$ cat src/rtl/wb_user_pkg.sv
// Shared types and constants for the user-area Wishbone router.
package wb_user_pkg;

  typedef enum logic [1:0] {
    ST_IDLE = 2'd0,
    ST_BUSY = 2'd1,
    ST_RESP = 2'd2
  } state_t;

  // Upper 29 address bits of the two-register debug window at 0x300F_FFF8.
  localparam logic [28:0] DBG_ADR_HI   = 29'h601FFFF;
  // Upper 12 address bits of the user slave page.
  localparam logic [11:0] USER_PAGE    = 12'h300;
  // Read data returned when no slave answers or the address is unmapped.
  localparam logic [31:0] ERR_DATA_DEF = 32'hDEAD_BEEF;

endpackage

$ cat src/rtl/wb_user_decode.sv
// Combinational address decode: debug window, user slave index or unmapped.
module wb_user_decode
  import wb_user_pkg::*;
#(
  parameter int NSLV = 4
) (
  input  logic [31:3] adr_hi,
  output logic [3:0]  tgt_idx,
  output logic        is_dbg,
  output logic        unmapped
);

  localparam logic [4:0] NSLV_W = 5'(NSLV);

  // Debug window has priority over the user page; everything else is unmapped.
  always_comb begin
    tgt_idx  = adr_hi[19:16];
    is_dbg   = 1'b0;
    unmapped = 1'b1;
    if (adr_hi[31:3] == DBG_ADR_HI) begin
      is_dbg   = 1'b1;
      unmapped = 1'b0;
    end else if ((adr_hi[31:20] == USER_PAGE) && ({1'b0, adr_hi[19:16]} < NSLV_W)) begin
      unmapped = 1'b0;
    end
  end

endmodule

$ cat src/rtl/wb_user_router.sv
// Registered Wishbone classic router: host -> NSLV user slaves or debug block,
// with a per-transaction timeout and a single registered host ack.
//
// Handshake: the host request is taken in IDLE when cyc & stb are high; the
// selected slave sees cyc/stb held until it acks (or timeout / host abort);
// the host ack is a one-cycle pulse in RESP and the host must drop stb after it.
module wb_user_router
  import wb_user_pkg::*;
#(
  parameter int          NSLV     = 4,
  parameter int          TIMEOUT  = 255,
  parameter logic [31:0] ERR_DATA = ERR_DATA_DEF
) (
  input  logic                 wb_clk_i,
  input  logic                 wb_rst_i,
  input  logic                 wbs_cyc_i,
  input  logic                 wbs_stb_i,
  input  logic                 wbs_we_i,
  input  logic [3:0]           wbs_sel_i,
  input  logic [31:0]          wbs_adr_i,
  input  logic [31:0]          wbs_dat_i,
  output logic                 wbs_ack_o,
  output logic [31:0]          wbs_dat_o,
  output logic [NSLV-1:0]      s_cyc_o,
  output logic                 s_stb_o,
  output logic                 s_we_o,
  output logic [3:0]           s_sel_o,
  output logic [31:0]          s_adr_o,
  output logic [31:0]          s_dat_o,
  input  logic [NSLV-1:0]      s_ack_i,
  input  logic [32*NSLV-1:0]   s_dat_i,
  output logic                 dbg_cyc_o,
  input  logic                 dbg_ack_i,
  input  logic [31:0]          dbg_dat_i,
  output logic                 err_o,
  output logic [7:0]           tmo_cnt_o,
  output logic [1:0]           state_o
);

  localparam logic [7:0] TMO_LIMIT = 8'(TIMEOUT);

  state_t          state;
  logic [7:0]      wait_cnt;
  logic [3:0]      tgt_q;
  logic            dbg_q;

  logic [3:0]      dec_idx;
  logic            dec_dbg;
  logic            dec_unmapped;
  logic [NSLV-1:0] dec_onehot;
  logic            sel_ack;
  logic [31:0]     sel_dat;

  assign state_o = state;

  wb_user_decode #(.NSLV(NSLV)) u_decode (
    .adr_hi   (wbs_adr_i[31:3]),
    .tgt_idx  (dec_idx),
    .is_dbg   (dec_dbg),
    .unmapped (dec_unmapped)
  );

  // One-hot cycle vector for the newly decoded slave.
  always_comb begin
    dec_onehot = '0;
    for (int k = 0; k < NSLV; k++) begin
      if (dec_idx == 4'(k)) dec_onehot[k] = 1'b1;
    end
  end

  // Ack and read data of the latched target only; other slaves are ignored.
  always_comb begin
    sel_ack = 1'b0;
    sel_dat = '0;
    if (dbg_q) begin
      sel_ack = dbg_ack_i;
      sel_dat = dbg_dat_i;
    end else begin
      for (int k = 0; k < NSLV; k++) begin
        if (tgt_q == 4'(k)) begin
          sel_ack = s_ack_i[k];
          sel_dat = s_dat_i[32*k +: 32];
        end
      end
    end
  end

  // Transaction FSM with registered slave-side and host-side outputs.
  always_ff @(posedge wb_clk_i) begin
    if (wb_rst_i) begin
      state     <= ST_IDLE;
      wait_cnt  <= '0;
      tgt_q     <= '0;
      dbg_q     <= 1'b0;
      wbs_ack_o <= 1'b0;
      wbs_dat_o <= '0;
      s_cyc_o   <= '0;
      s_stb_o   <= 1'b0;
      s_we_o    <= 1'b0;
      s_sel_o   <= '0;
      s_adr_o   <= '0;
      s_dat_o   <= '0;
      dbg_cyc_o <= 1'b0;
      err_o     <= 1'b0;
      tmo_cnt_o <= '0;
    end else begin
      wbs_ack_o <= 1'b0;
      err_o     <= 1'b0;
      case (state)
        ST_IDLE: begin
          if (wbs_cyc_i && wbs_stb_i) begin
            s_adr_o  <= wbs_adr_i;
            s_dat_o  <= wbs_dat_i;
            s_sel_o  <= wbs_sel_i;
            s_we_o   <= wbs_we_i;
            tgt_q    <= dec_idx;
            dbg_q    <= dec_dbg;
            wait_cnt <= '0;
            if (dec_unmapped) begin
              state     <= ST_RESP;
              wbs_ack_o <= 1'b1;
              wbs_dat_o <= ERR_DATA;
              err_o     <= 1'b1;
              if (tmo_cnt_o != 8'hFF) tmo_cnt_o <= tmo_cnt_o + 8'd1;
            end else begin
              state   <= ST_BUSY;
              s_stb_o <= 1'b1;
              if (dec_dbg) dbg_cyc_o <= 1'b1;
              else         s_cyc_o   <= dec_onehot;
            end
          end
        end
        ST_BUSY: begin
          if (!wbs_cyc_i) begin
            // Host abort beats a simultaneous slave ack: no host ack.
            state     <= ST_IDLE;
            s_cyc_o   <= '0;
            dbg_cyc_o <= 1'b0;
            s_stb_o   <= 1'b0;
          end else if (sel_ack) begin
            // Slave ack beats a simultaneous timeout.
            state     <= ST_RESP;
            s_cyc_o   <= '0;
            dbg_cyc_o <= 1'b0;
            s_stb_o   <= 1'b0;
            wbs_ack_o <= 1'b1;
            wbs_dat_o <= s_we_o ? 32'h0 : sel_dat;
          end else if (wait_cnt == TMO_LIMIT) begin
            state     <= ST_RESP;
            s_cyc_o   <= '0;
            dbg_cyc_o <= 1'b0;
            s_stb_o   <= 1'b0;
            wbs_ack_o <= 1'b1;
            wbs_dat_o <= ERR_DATA;
            err_o     <= 1'b1;
            if (tmo_cnt_o != 8'hFF) tmo_cnt_o <= tmo_cnt_o + 8'd1;
          end else begin
            wait_cnt <= wait_cnt + 8'd1;
          end
        end
        ST_RESP: begin
          state <= ST_IDLE;
        end
        default: begin
          state <= ST_IDLE;
        end
      endcase
    end
  end

endmodule

$ cat config.mk
export PLATFORM = sky130hd
export DESIGN_NAME = wb_user_router
export DESIGN_NICKNAME = d
export VERILOG_FILES = /design/src/rtl/wb_user_pkg.sv /design/src/rtl/wb_user_decode.sv /design/src/rtl/wb_user_router.sv
export SDC_FILE = /design/constraint.sdc
export NUM_CORES = 1
export LEC_CHECK = 0
export BUFFER_PORTS_ARGS = -buffer_cell sky130_fd_sc_hd__buf_4
export CAP_MARGIN = 20
export CORE_AREA = 2 2 139 141
export DETAILED_ROUTE_END_ITERATION = 8
export DIE_AREA = 0 0 141 143
export GPL_TIMING_DRIVEN = 0
export HOLD_SLACK_MARGIN = 0.12
export PLACE_DENSITY = 0.66
export SLEW_MARGIN = 5
export SYNTH_ARGS = -nofsm -noshare
export SYNTH_HDL_FRONTEND = slang
export SYNTH_SLANG_ARGS = --single-unit
$ cat constraint.sdc
create_clock -name wb_clk_i -period 1.9 [get_ports wb_clk_i]
set_input_delay 0.095 -clock wb_clk_i [delete_from_list [all_inputs] [get_ports wb_clk_i]]
set_output_delay 0.095 -clock wb_clk_i [all_outputs]
set_load 0.02 [all_outputs]
==> Word level (Yosys, flattened, before mapping) <==
Index checks and enable logic that the tools add are counted.
{ "op_classes": {"n_eq_ne": 22, "n_reduce_logical": 14, "n_lt_le_gt_ge": 1, "addsub": 2, "mux": 68} }
{ "ops": {"columns": ["op", "count"], "rows": [
  ["two-way mux 32 bit", 11],
  ["two-way mux 8 bit", 10],
  ["case mux 32 bit (2 select lines)", 1],
  ["case mux 8 bit (2 select lines)", 2],
  ["== test 29 x 27 -> 1 bit, second input constant", 1],
  ["two-way mux 1 bit", 27],
  ["two-way mux 4 bit", 6],
  ["AND reduction 5 bit", 4],
  ["inequality test 2 bit, second input constant", 9],
  ["adder 8 x 1 -> 8 bit, second input constant", 2],
  ["== test 4 x 2 -> 1 bit, second input constant", 4],
  ["== test 12 x 10 -> 1 bit, second input constant", 1],
  ["two-way mux 2 bit", 5],
  ["== test 4 x 1 -> 1 bit, second input constant", 2],
  ["== test 8 bit, second input constant", 1],
  ["zero test 4 bit", 2],
  ["inequality test 8 bit, second input constant", 1],
  ["case mux 1 bit (2 select lines)", 4],
  ["case mux 4 bit (2 select lines)", 1],
  ["AND reduction 6 bit", 1],
  ["< comparator 4 x 3 -> 1 bit, second input constant", 1],
  ["inequality test 4 bit, second input constant", 1],
  ["case mux 2 bit (2 select lines)", 1],
  ["AND reduction 2 bit", 2],
  ["6 further kinds", 7]
]} }
{ "word_totals": {"register_bits": 132, "output_inout_bits": 119} }

==> Depth between registers and ports, before layout <==
{ "depth": {"depth_word": 10, "ltp_mapped": 9} }

==> By module <==
From an unflattened synthesis, not the netlist that was laid out.
{ "hier_totals": {"cells_unflattened": 680, "area_unflattened_um2": 6062.1} }
{ "modules_own_cells": {"columns": ["module", "n_inst", "seq_area_each_um2", "cells_each", "area_per_inst_um2"], "rows": [
  ["wb_user_router", 1, 2642.5, 663, 5950.7],
  ["wb_user_decode", 1, 0.0, 17, 111.4]
]} }

==> Worst setup path after synthesis <==
No wires, ideal clock.
{ "synth_timing": {"path_type": "register -> register", "startpoint": "register s_adr_o[16] (netlist name)", "endpoint": "register wbs_dat_o[10]", "path_buffers": 3, "arrival_ns": 2.085, "path_slack_ns": -0.319, "stages_incl_launch_ff": 7, "cell_sequence": "dfxtp_1 buf_6 buf_2 buf_2 mux4_2 a221oi_1 a211oi_1"} }
{ "synth_lines": {"columns": ["element", "line_no", "rtl"], "rows": [
  ["end signal: assignment", "wb_user_router.sv:147", "wbs_dat_o <= s_we_o ? 32'h0 : sel_dat;"],
  ["end: declaration", "wb_user_router.sv:23", "output logic [31:0] wbs_dat_o,"]
]} }

==> Worst setup path after layout <==
{ "layout_timing": {"startpoint": "register dbg_q", "endpoint": "register wbs_dat_o[29]"} }
{ "layout_via": {"elab_chain_len": 5, "word_cells_on_any_way": 8} }
{ "layout_lines": {"columns": ["element", "line_no", "rtl"], "rows": [
  ["start: declaration", "wb_user_router.sv:45", "logic dbg_q;"],
  ["start signal: assignment", "wb_user_router.sv:117", "dbg_q <= dec_dbg;"],
  ["two-way mux 32 bit", "wb_user_router.sv:75", "if (dbg_q) begin"],
  ["two-way mux 32 bit", "wb_user_router.sv:147", null],
  ["two-way mux 32 bit", "wb_user_router.sv:140", "end else if (sel_ack) begin"],
  ["two-way mux 32 bit", "wb_user_router.sv:134", "if (!wbs_cyc_i) begin"],
  ["case mux 32 bit (2 select lines)", "wb_user_router.sv:109", "case (state)"]
]} }
Several ways; a longest one is shown, not always the timed one. The select of a mux whose other input is x is not followed.
A chain may end at the register's enable or synchronous reset.

==> metrics.cfg <==
[finish]
n_fill_cell = 1553
drive_above_1_share = 0.4934
instances_no_fill = 1440
nets = 1433
n_antenna_cell = 0
syn2layout_area_growth_pct = 90.12

[floorplan]
die_area_um2 = 20160
die_h_um = 143
start_util = 0.3318
dieWidth_um = 141
coreArea_um2 = 18580
num_io_pins = 357
row_count = 50

[route]
via_per_inst = 5.388
vias = 7759
routedWlPerCell_um = 20.66
final_antenna_net_count = 0
drt-initial-drc-count = 533
dr.pass1.iters = 5
drc = 0
wl_mm = 29.75

[grt]
grt_max_degree = 17
gr-total-overflow = 0
grt_pass1_vias = 7398
grt_first_pass_wirelength_mm = 42.18
antenna_found_initial = 0
grtUsageTotal = 0.2778

[power]
fin_total_pwr_uw = 7852
ir_drop_mv = 0.6505
p_leak_uw = 0.004839
p_per_area_nw_per_um2 = 670.0

[synth]
synth_top_area_cell = dfxtp_1
synth-seq-cells = 128
synth_top_family_by_area = compound AO/OA/AOI/OAI gates
synthXorXnorAreaFrac = 0.005683
syn_nets = 929
synth.distinct_cells = 54
synth_edf_count = 0
synth_compound_area_frac = 0.2040
synth_cells = 689
synth-seq-area-share = 0.4157
synth_area_um2 = 6165
ys_warn_count = 0
synth-simple-area-share = 0.1908
synth-async-reset-ratio = 0
synth.mux.area_fraction = 0.1344
avgSynthCellArea_um2 = 8.947
synth_flop_cell = dfxtp_1
synth_area_leaders = dfxtp_1, mux4_2, nand2_1
synth_top_cell_area_share = 0.4157
synth-adder-area-share = 0.004059

[clocking]
root_buffer = clkbuf_16
clk-insertion-delay-late_ps = 430
cts_htree_levels = 4
cts_buffers = 17
cts_buffer_depth = 2
cts_tree = built
clk_pin_slew_ps = 60
clock_sinks = 128

[timing]
fmax_mhz = 463.3
period_share = 1.136
worst_pin_slew_ps = 814.7
rsz0062_at_grt = true
finalWorstSetupSlack_ps = -258.6
period_needed_ps = 2159
hold_viol_final = 0
timing.setup.tns_ps = -9260
relSlewSlack = 0.4569
hold_ws_ps = 160.0
slew_violations = 0
setup_viol = 53
fin_skew_ps = 10.94

[worst_setup_path]
cp_cell_sequence = or3_4, a21oi_4, a221o_1, buf_6, o31ai_4, or4_4, a21oi_2
cp_max_fo = 5
r2r-end = wbs_dat_o[29]
critPathBufInv = 1
cp_data_arrival_time_ps = 2510
endpoint_kind = flip-flop
cpLargestDelayFamily = simple AND/OR/NAND/NOR gates
cp_slowest_stage_delay_ps = 560
reg2reg_depth = 7
r2r_start = dbg_q
path_class = reg -> reg
r2r_slack_ps = -260
crit_path_start_kind = flip-flop
cp.required_ps = 2250
slowest_stage = or4_4

[outcome]
violations = negative setup slack
status = finished, violations left

[placement]
port_buffers = 356
post-place-ws_ps = -472.5
dp_cells = 1280
routabilityCongestion = 1.017
dp_hpwl_mm = 21.11

[hold_path]
worstHoldStart = dbg_dat_i[17]
hold_depth = 4
holdPathEnd = wbs_dat_o[17]
worstHoldPathType = in -> reg

[flow_run]
cap_violations = 0

-- layer usage --
metal | part of all wire | vias to the layer above | global-route usage
li1 | - | 3577 | -
met1 | 0.41 | 3726 | 0.3541
met2 | 0.48 | 384 | 0.4460
met3 | 0.081 | 72 | 0.08317
met4 | 0.033 | 0 | 0.1053
met5 | 0 | - | 0
-- stage by stage --
| stage | instance area, um2 | util |
|---|---|---|
| floorplan | 6269 | - |
| global placement | 9234 | 0.4970 |
| detailed placement | 9239 | 0.4972 |
| CTS | 11420 | 0.6149 |
| global route | 11720 | 0.6308 |
| finish | 11720 | 0.6308 |
-- cell families after synthesis --
| group | count (synthesis) |
|---|---|
| fa+ha+maj | 2 |
| mux | 42 |
| xor+xnor | 4 |
| buf+inv | 58 |
| flops | 128 |
| simple gates | 255 |
| compound gates | 200 |
-- cells in the mapped netlist, types with 2 or more instances --
cell	n
a211oi_1	25
nor3_1	7
o21ai_0	11
or3_1	5
dfxtp_1	128
ha_1	2
mux2i_1	4
a221oi_1	24
nand4_1	8
buf_4	2
nor2b_1	9
o31ai_1	4
o21a_1	3
a21oi_2	2
or3_4	2
a22oi_1	9
a21oi_1	110
or4_1	14
mux2_2	4
buf_6	5
nor2_2	3
xnor2_1	2
nor2_1	23
mux4_2	32
buf_2	5
nand2_1	153
nand3_1	10
nor4_1	7
mux2_1	2
xor2_1	2
nand2b_1	7
clkbuf_1	43
-- layout make-up --
class                      instances  area, um2  share of cell area
clock inverter                    15      158.9             0.01356
clock buffer                      17      425.4             0.03630
buffer                            55      370.4             0.03160
multi-input combinational        504       3943              0.3364
sequential                       128       2580              0.2201
tap                              234      292.8             0.02498
timing repair buffer             486       3946              0.3367
inverter                           1      3.754           0.0003203
-- worst max path at each step --
| stage | depth (start not counted) | start | end | slack (ps) |
|---|---|---|---|---|
| finish | 7 | dbg_q | wbs_dat_o[29] | -260 |
| global route | 10 | dbg_q | wbs_dat_o[31] | -350 |
| CTS | 7 | dbg_q | wbs_dat_o[29] | -230 |
| detailed placement | 6 | s_adr_o[17] | wbs_dat_o[5] | -470 |
| global placement | 5 | dbg_q | wbs_dat_o[8] | -770 |
| floorplan | 8 | s_adr_o[17] | tmo_cnt_o[5] | -100 |
-- layout by cell type, fill, tap and decap left out, types with 5 or more instances in the layout --
| master | netlist | layout |
|---|---|---|
| a211oi_2 | 0 | 23 |
| a21oi_1 | 110 | 93 |
| a21oi_2 | 2 | 6 |
| a21oi_4 | 0 | 13 |
| a221oi_1 | 24 | 5 |
| a221oi_2 | 1 | 14 |
| a221oi_4 | 0 | 6 |
| a22oi_1 | 9 | 9 |
| buf_4 | 2 | 376 |
| buf_6 | 5 | 17 |
| clkbuf_1 | 43 | 18 |
| clkbuf_16 | 0 | 17 |
| clkbuf_2 | 0 | 19 |
| dfxtp_1 | 128 | 118 |
| dfxtp_2 | 0 | 8 |
| dlygate4sd3_1 | 0 | 97 |
| mux4_2 | 32 | 32 |
| nand2_1 | 153 | 152 |
| nand2b_1 | 7 | 5 |
| nand3_1 | 10 | 9 |
| nand4_1 | 8 | 8 |
| nor2_1 | 23 | 20 |
| nor2b_1 | 9 | 8 |
| nor3_1 | 7 | 6 |
| o21ai_0 | 11 | 10 |
| or3_1 | 5 | 5 |
| or4_1 | 14 | 11 |
-- worst register-to-register path, cell delays in order (launching register included) --
cell	delay (ps)
dfxtp_2	330
or3_4	420
a21oi_4	150
a221o_1	220
buf_6	170
o31ai_4	100
or4_4	560
a21oi_2	140
-- sequential cells by signal (all words and copies together) (netlist names), 2 cells and up --
| signal | cells |
|---|---|
| wait_cnt | 8 |
| wbs_dat_o | 32 |
| s_cyc_o | 4 |
| s_dat_o | 32 |
| s_adr_o | 32 |
| tmo_cnt_o | 8 |
| state_o | 2 |
| s_sel_o | 4 |
-- power by group --
| group | switching (uW) | internal [uW] |
|---|---|---|
| logic | 811 | 897 |
| registers | 79.0 | 2790 |
| clock network | 1330 | 1940 |
| total | 2220 | 5630 |
-- what timing repair did --
item	CTS	global route
pin swaps	18	12
gates resized for setup	100	72
hold endpoints to repair	97	0
hold buffers	97	0
gates cloned	8	0
setup endpoints to repair	121	120
buffers inserted	20	5
Note: power is estimated with default switching activity, not from simulation.
